$ cat src/rtl/serial_ripple_subtractor_if.sv
// Start/busy/done handshake and operand/result bundle
// for the bit-serial subtractor.
interface serial_ripple_subtractor_if #(
  parameter int WIDTH = 4
);
  logic             start;
  logic [WIDTH-1:0] a;
  logic [WIDTH-1:0] b;
  logic             bin;
  logic             busy;
  logic             done;
  logic [WIDTH-1:0] diff;
  logic             bout;
  logic             ovf;

  modport master (
    output start, a, b, bin,
    input  busy, done, diff, bout, ovf
  );

  modport slave (
    input  start, a, b, bin,
    output busy, done, diff, bout, ovf
  );
endinterface

$ cat src/rtl/serial_ripple_subtractor.sv
// Bit-serial a - b - bin, LSB first, with one borrow
// flop carried between full-subtractor slices.
module serial_ripple_subtractor #(
  parameter int WIDTH = 4
) (
  input logic clk,
  input logic rst,
  serial_ripple_subtractor_if.slave bus
);
  localparam int CW = $clog2(WIDTH);

  localparam logic [1:0] IDLE = 2'd0;
  localparam logic [1:0] RUN  = 2'd1;
  localparam logic [1:0] DONE = 2'd2;

  logic [1:0]       state;
  logic [WIDTH-1:0] a_sh;
  logic [WIDTH-1:0] b_sh;
  logic [WIDTH-1:0] res;
  logic [CW-1:0]    cnt;
  logic             br;
  logic             a_msb;
  logic             b_msb;
  logic             busy_q;
  logic             done_q;
  logic [WIDTH-1:0] diff_q;
  logic             bout_q;
  logic             ovf_q;

  logic             ai;
  logic             bi;
  logic             di;
  logic             br_nxt;
  logic [WIDTH-1:0] res_nxt;
  logic             last;

  assign ai      = a_sh[0];
  assign bi      = b_sh[0];
  assign di      = ai ^ bi ^ br;
  assign br_nxt  = (~ai & bi) | (~(ai ^ bi) & br);
  assign res_nxt = {di, res[WIDTH-1:1]};
  assign last    = (cnt == CW'(WIDTH - 1));

  always_ff @(posedge clk or posedge rst) begin
    if (rst) begin
      state  <= IDLE;
      a_sh   <= '0;
      b_sh   <= '0;
      res    <= '0;
      cnt    <= '0;
      br     <= 1'b0;
      a_msb  <= 1'b0;
      b_msb  <= 1'b0;
      busy_q <= 1'b0;
      done_q <= 1'b0;
      diff_q <= '0;
      bout_q <= 1'b0;
      ovf_q  <= 1'b0;
    end else begin
      case (state)
        IDLE: begin
          if (bus.start) begin
            a_sh   <= bus.a;
            b_sh   <= bus.b;
            br     <= bus.bin;
            a_msb  <= bus.a[WIDTH-1];
            b_msb  <= bus.b[WIDTH-1];
            res    <= '0;
            cnt    <= '0;
            busy_q <= 1'b1;
            state  <= RUN;
          end
        end
        RUN: begin
          a_sh <= a_sh >> 1;
          b_sh <= b_sh >> 1;
          br   <= br_nxt;
          res  <= res_nxt;
          // Counter stops on the last slice so it never wraps.
          if (last) begin
            state  <= DONE;
            done_q <= 1'b1;
            diff_q <= res_nxt;
            bout_q <= br_nxt;
            ovf_q  <= (a_msb != b_msb) &&
                      (res_nxt[WIDTH-1] != a_msb);
          end else begin
            cnt <= cnt + CW'(1);
          end
        end
        DONE: begin
          done_q <= 1'b0;
          busy_q <= 1'b0;
          state  <= IDLE;
        end
        default: state <= IDLE;
      endcase
    end
  end

  assign bus.busy = busy_q;
  assign bus.done = done_q;
  assign bus.diff = diff_q;
  assign bus.bout = bout_q;
  assign bus.ovf  = ovf_q;
endmodule

$ cat src/flat_wrapper.sv
// flat-port wrapper written by rule: the top's interface ports become plain ports
module serial_ripple_subtractor_flat 
#(
  parameter int WIDTH = 4
)
  (clk, rst, bus_start, bus_a, bus_b, bus_bin, bus_busy, bus_done, bus_diff, bus_bout, bus_ovf);
  serial_ripple_subtractor_if #(.WIDTH(WIDTH)) bus_i ();
  input logic clk;
  input logic rst;
  input wire logic [$bits(bus_i.start)-1:0] bus_start;
  input wire logic [$bits(bus_i.a)-1:0] bus_a;
  input wire logic [$bits(bus_i.b)-1:0] bus_b;
  input wire logic [$bits(bus_i.bin)-1:0] bus_bin;
  output wire logic [$bits(bus_i.busy)-1:0] bus_busy;
  output wire logic [$bits(bus_i.done)-1:0] bus_done;
  output wire logic [$bits(bus_i.diff)-1:0] bus_diff;
  output wire logic [$bits(bus_i.bout)-1:0] bus_bout;
  output wire logic [$bits(bus_i.ovf)-1:0] bus_ovf;
  assign bus_i.start = bus_start;
  assign bus_i.a = bus_a;
  assign bus_i.b = bus_b;
  assign bus_i.bin = bus_bin;
  assign bus_busy = bus_i.busy;
  assign bus_done = bus_i.done;
  assign bus_diff = bus_i.diff;
  assign bus_bout = bus_i.bout;
  assign bus_ovf = bus_i.ovf;
  serial_ripple_subtractor #(.WIDTH(WIDTH)) u_core (.clk(clk), .rst(rst), .bus(bus_i));
endmodule
$ cat config.mk
export PLATFORM = sky130hd
export DESIGN_NAME = serial_ripple_subtractor_flat
export DESIGN_NICKNAME = d
export VERILOG_FILES = /design/src/rtl/serial_ripple_subtractor_if.sv /design/src/rtl/serial_ripple_subtractor.sv /design/src/flat_wrapper.sv
export SDC_FILE = /design/constraint.sdc
export NUM_CORES = 1
export LEC_CHECK = 0
export CORE_UTILIZATION = 35
export DETAILED_ROUTE_END_ITERATION = 8
export GPL_ROUTABILITY_DRIVEN = 1
export GPL_TIMING_DRIVEN = 0
export PLACE_DENSITY = 0.62
export SLEW_MARGIN = 20
export SYNTH_ARGS = -nofsm -noshare
export SYNTH_HDL_FRONTEND = slang
export SYNTH_SLANG_ARGS = --single-unit
$ cat constraint.sdc
create_clock -name clk -period 1.25 [get_ports clk]
set_input_delay 0.25 -clock clk [delete_from_list [all_inputs] [get_ports clk]]
set_output_delay 0.25 -clock clk [all_outputs]
set_load 0.1 [all_outputs]
==> flow_metrics.env <==
export IMPL_status="finished, violations left"
export IMPL_violations="negative setup slack"
export IMPL_critPathKind="register to register"
export IMPL_drive_above_1_share=0.366
export IMPL_dr_pass1_iters=4
export IMPL_peakVddDrop_v=0.00118
export IMPL_wl_um=2590
export IMPL_powerDensity_mw_per_mm2=2870
export IMPL_fin_skew_ps=19.6
export IMPL_antenna_found_initial=0
export IMPL_final_area_mm2=0.00170
export IMPL_routabilityCongestion=0.726
export IMPL_die_x_um=60.6
export IMPL_period_needed_ps=1400
export IMPL_portBuffers=19
export IMPL_grt_max_degree=27
export IMPL_start_kind="register"
export IMPL_final_max_slew_viol_count=0
export IMPL_final_util=0.540
export IMPL_hold_path_class="input pin to async pin"
export IMPL_viasPerCell=4.97
export IMPL_ys_ff_latch=26
export IMPL_path_clk_slew_ps=160
export IMPL_yosysWarnings=0
export IMPL_reg2reg_slack_ps=-150
export IMPL_cts_root_buffer="clkbuf_4"
export IMPL_hpwl_um=1660
export IMPL_worstPathRequired_ps=1540
export IMPL_worstPathMaxFanout=4
export IMPL_track_usage=0.153
export IMPL_grt_ovfl_total=0
export IMPL_synth_nets=121
export IMPL_seq_area_frac_synth=0.542
export IMPL_hold_viol_final=0
export IMPL_antenna_cells=0
export IMPL_worst_pin_slew_ps=935
export IMPL_p_leak_nw=0.782
export IMPL_grt_pass1_wl_um=4000
export IMPL_cts_buffers=3
export IMPL_die_area_mm2=0.00367
export IMPL_rsz0062_at_grt="yes"
export IMPL_placementRows=20
export IMPL_slew_headroom=0.373
export IMPL_hold_buffers=0
export IMPL_drc=0
export IMPL_timing_rr_start="u_core.b_sh[0]"
export IMPL_num_vias=925
export IMPL_timing_rr_end="u_core.bus.ovf"
export IMPL_nets=157
export IMPL_clkSinkCount=26
export IMPL_io_pins=20
export IMPL_clock_path_buffers=2
export IMPL_initialDrtViolationCount=31
export IMPL_avgSynthCellArea_um2=11.2
export IMPL_maxCapViolations=0
export IMPL_postPlaceCellArea_mm2=0.00145
export IMPL_antenna_left=0
export IMPL_tritoncts="done"
export IMPL_initial_core_util=0.381
export IMPL_ctsHtreeMaxLevel=1
export IMPL_netlist_instances=107
export IMPL_areaGrowthSynthToFinish_pct=41.7
export IMPL_cp_arrival_ps=1690
export IMPL_setup_violations=8
export IMPL_routedWlPerCell_um=13.9
export IMPL_end_kind="register"
export IMPL_syn_cell_area_mm2=0.00120
export IMPL_r2r_cells=5
export IMPL_yosysUniqueCellTypes=25
export IMPL_fin_ws_ps=-152
export IMPL_coreArea_mm2=0.00315
export IMPL_timing_fmax_mhz=713
export IMPL_post_route_period_util=1.12
export IMPL_clock_latency_ps=340
export IMPL_die_y_um=60.6
export IMPL_grt_pass1_vias=875
==> cells in the final DEF (no fill, tap or decap), types with 4 or more instances in the layout <==
cell type / count
a22oi_1: 4
dfrtp_1: 21
inv_1: 4
clkdlybuf4s50_1: 10
buf_4: 12
nand2_1: 6
o21ai_1: 13
buf_6: 5
clkbuf_4: 4
nor2b_1: 8
a21oi_1: 9
dfrtp_2: 5
mux2_4: 7
==> cell usage after synthesis (all sizes together) <==
library cell / n / area share
a2bb2oi: 3 / 0.022
ha: 1 / 0.010
nor2b: 9 / 0.049
and2: 1 / 0.0073
a22o: 3 / 0.022
nand3b: 1 / 0.017
and3b: 1 / 0.0073
a21oi: 11 / 0.049
clkbuf: 1 / 0.0031
buf: 4 / 0.021
nand2: 6 / 0.019
inv: 7 / 0.022
o21ai: 13 / 0.054
a22oi: 6 / 0.037
mux2: 7 / 0.072
fa: 1 / 0.017
nor2: 2 / 0.0063
dfrtp: 26 / 0.54
nand2b: 3 / 0.016
mux2i: 1 / 0.0083
==> through the flow <==
step	TNS [ps]	std cells	setup slack (ps)	power, mW	hold slack, ps
after CTS	-632	183	-175	4.63	452
after global routing	-941	186	-250	5.16	346
after floorplan	-229	107	-93.9	3.14	290
after global placement	-15000	170	-478	3.62	469
final	-465	186	-152	4.88	289
after detailed placement	-16720	170	-477	3.67	475
==> flip-flops by register name, indices dropped and copies added, names as in the netlist <==
| register | count |
|---|---|
| u_core.res | 3 |
| u_core.bus.done | 1 |
| u_core.cnt | 2 |
| u_core.b_sh | 4 |
| u_core.a_sh | 4 |
| u_core.bus.busy | 1 |
| u_core.bus.bout | 1 |
| u_core.b_msb | 1 |
| u_core.br | 1 |
| u_core.bus.diff | 4 |
| u_core.state | 2 |
| u_core.bus.ovf | 1 |
| u_core.a_msb | 1 |
==> repair_timing <==
item | in CTS | in global routing
endpoints found under the hold margin | 0 | 0
gates resized for setup | 64 | 18
buffers inserted | 9 | 3
endpoints found under the setup margin | 21 | 23
pin swaps | 4 | 2
==> final cells by class <==
cell class / count / area, um2
plain buffers: 5 / 33.8
clock buffers: 3 / 22.5
clock inverters: 1 / 30.0
fillers: 276 / 1450
inverters: 7 / 26.3
multi-input cells: 69 / 556
flip-flops and latches: 26 / 657
well taps: 44 / 55.1
repair buffers: 31 / 322
==> where the power goes <==
group / internal (mW) / switching [mW] / leakage [nW]
Combinational: 1.24 / 1.54 / 0.436
Sequential: 1.20 / 0.303 / 0.319
Clock: 0.325 / 0.270 / 0.0279
==> routing by layer <==
layer,vias up,wire [um],global-route usage
met1,464,1190,0.193
met5,-,0,0
met4,0,39,0.0584
met3,5,77,0.0448
met2,10,1280,0.250
li1,446,-,-
==> worst max path at each step <==
stage | startpoint | endpoint | slack [ps] | cells after the start
6_report | u_core.b_sh[0] | u_core.bus.ovf | -150 | 5
5_1_grt | u_core.b_sh[0] | u_core.bus.ovf | -250 | 5
4_1_cts | u_core.b_sh[0] | u_core.bus.ovf | -180 | 5
3_5_place_dp | u_core.bus.diff[0] | bus_diff[0] | -480 | 1
3_3_place_gp | u_core.bus.busy | bus_busy | -480 | 1
2_1_floorplan | u_core.b_sh[0] | u_core.bus.ovf | -90 | 5
==> critical path, stage by stage, from the launching register on <==
cell and delay (ps):
dfrtp_1 380, inv_2 60, fa_2 600, and3b_1 180, a21oi_2 30, o21ai_1 110
==> cell families (layout without fill, tap and decap cells) <==
family	count (synthesis)	count (layout)	synth area share
buffers and inverters	12	47	0.0458
AND/OR/NAND/NOR	23	23	0.121
adder cells (fa/ha/maj)	2	2	0.0271
multiplexers	8	8	0.0802
AO/OA/AOI/OAI	36	36	0.184
flip-flops	26	26	0.542
Note: power is estimated with default switching activity, not from simulation.
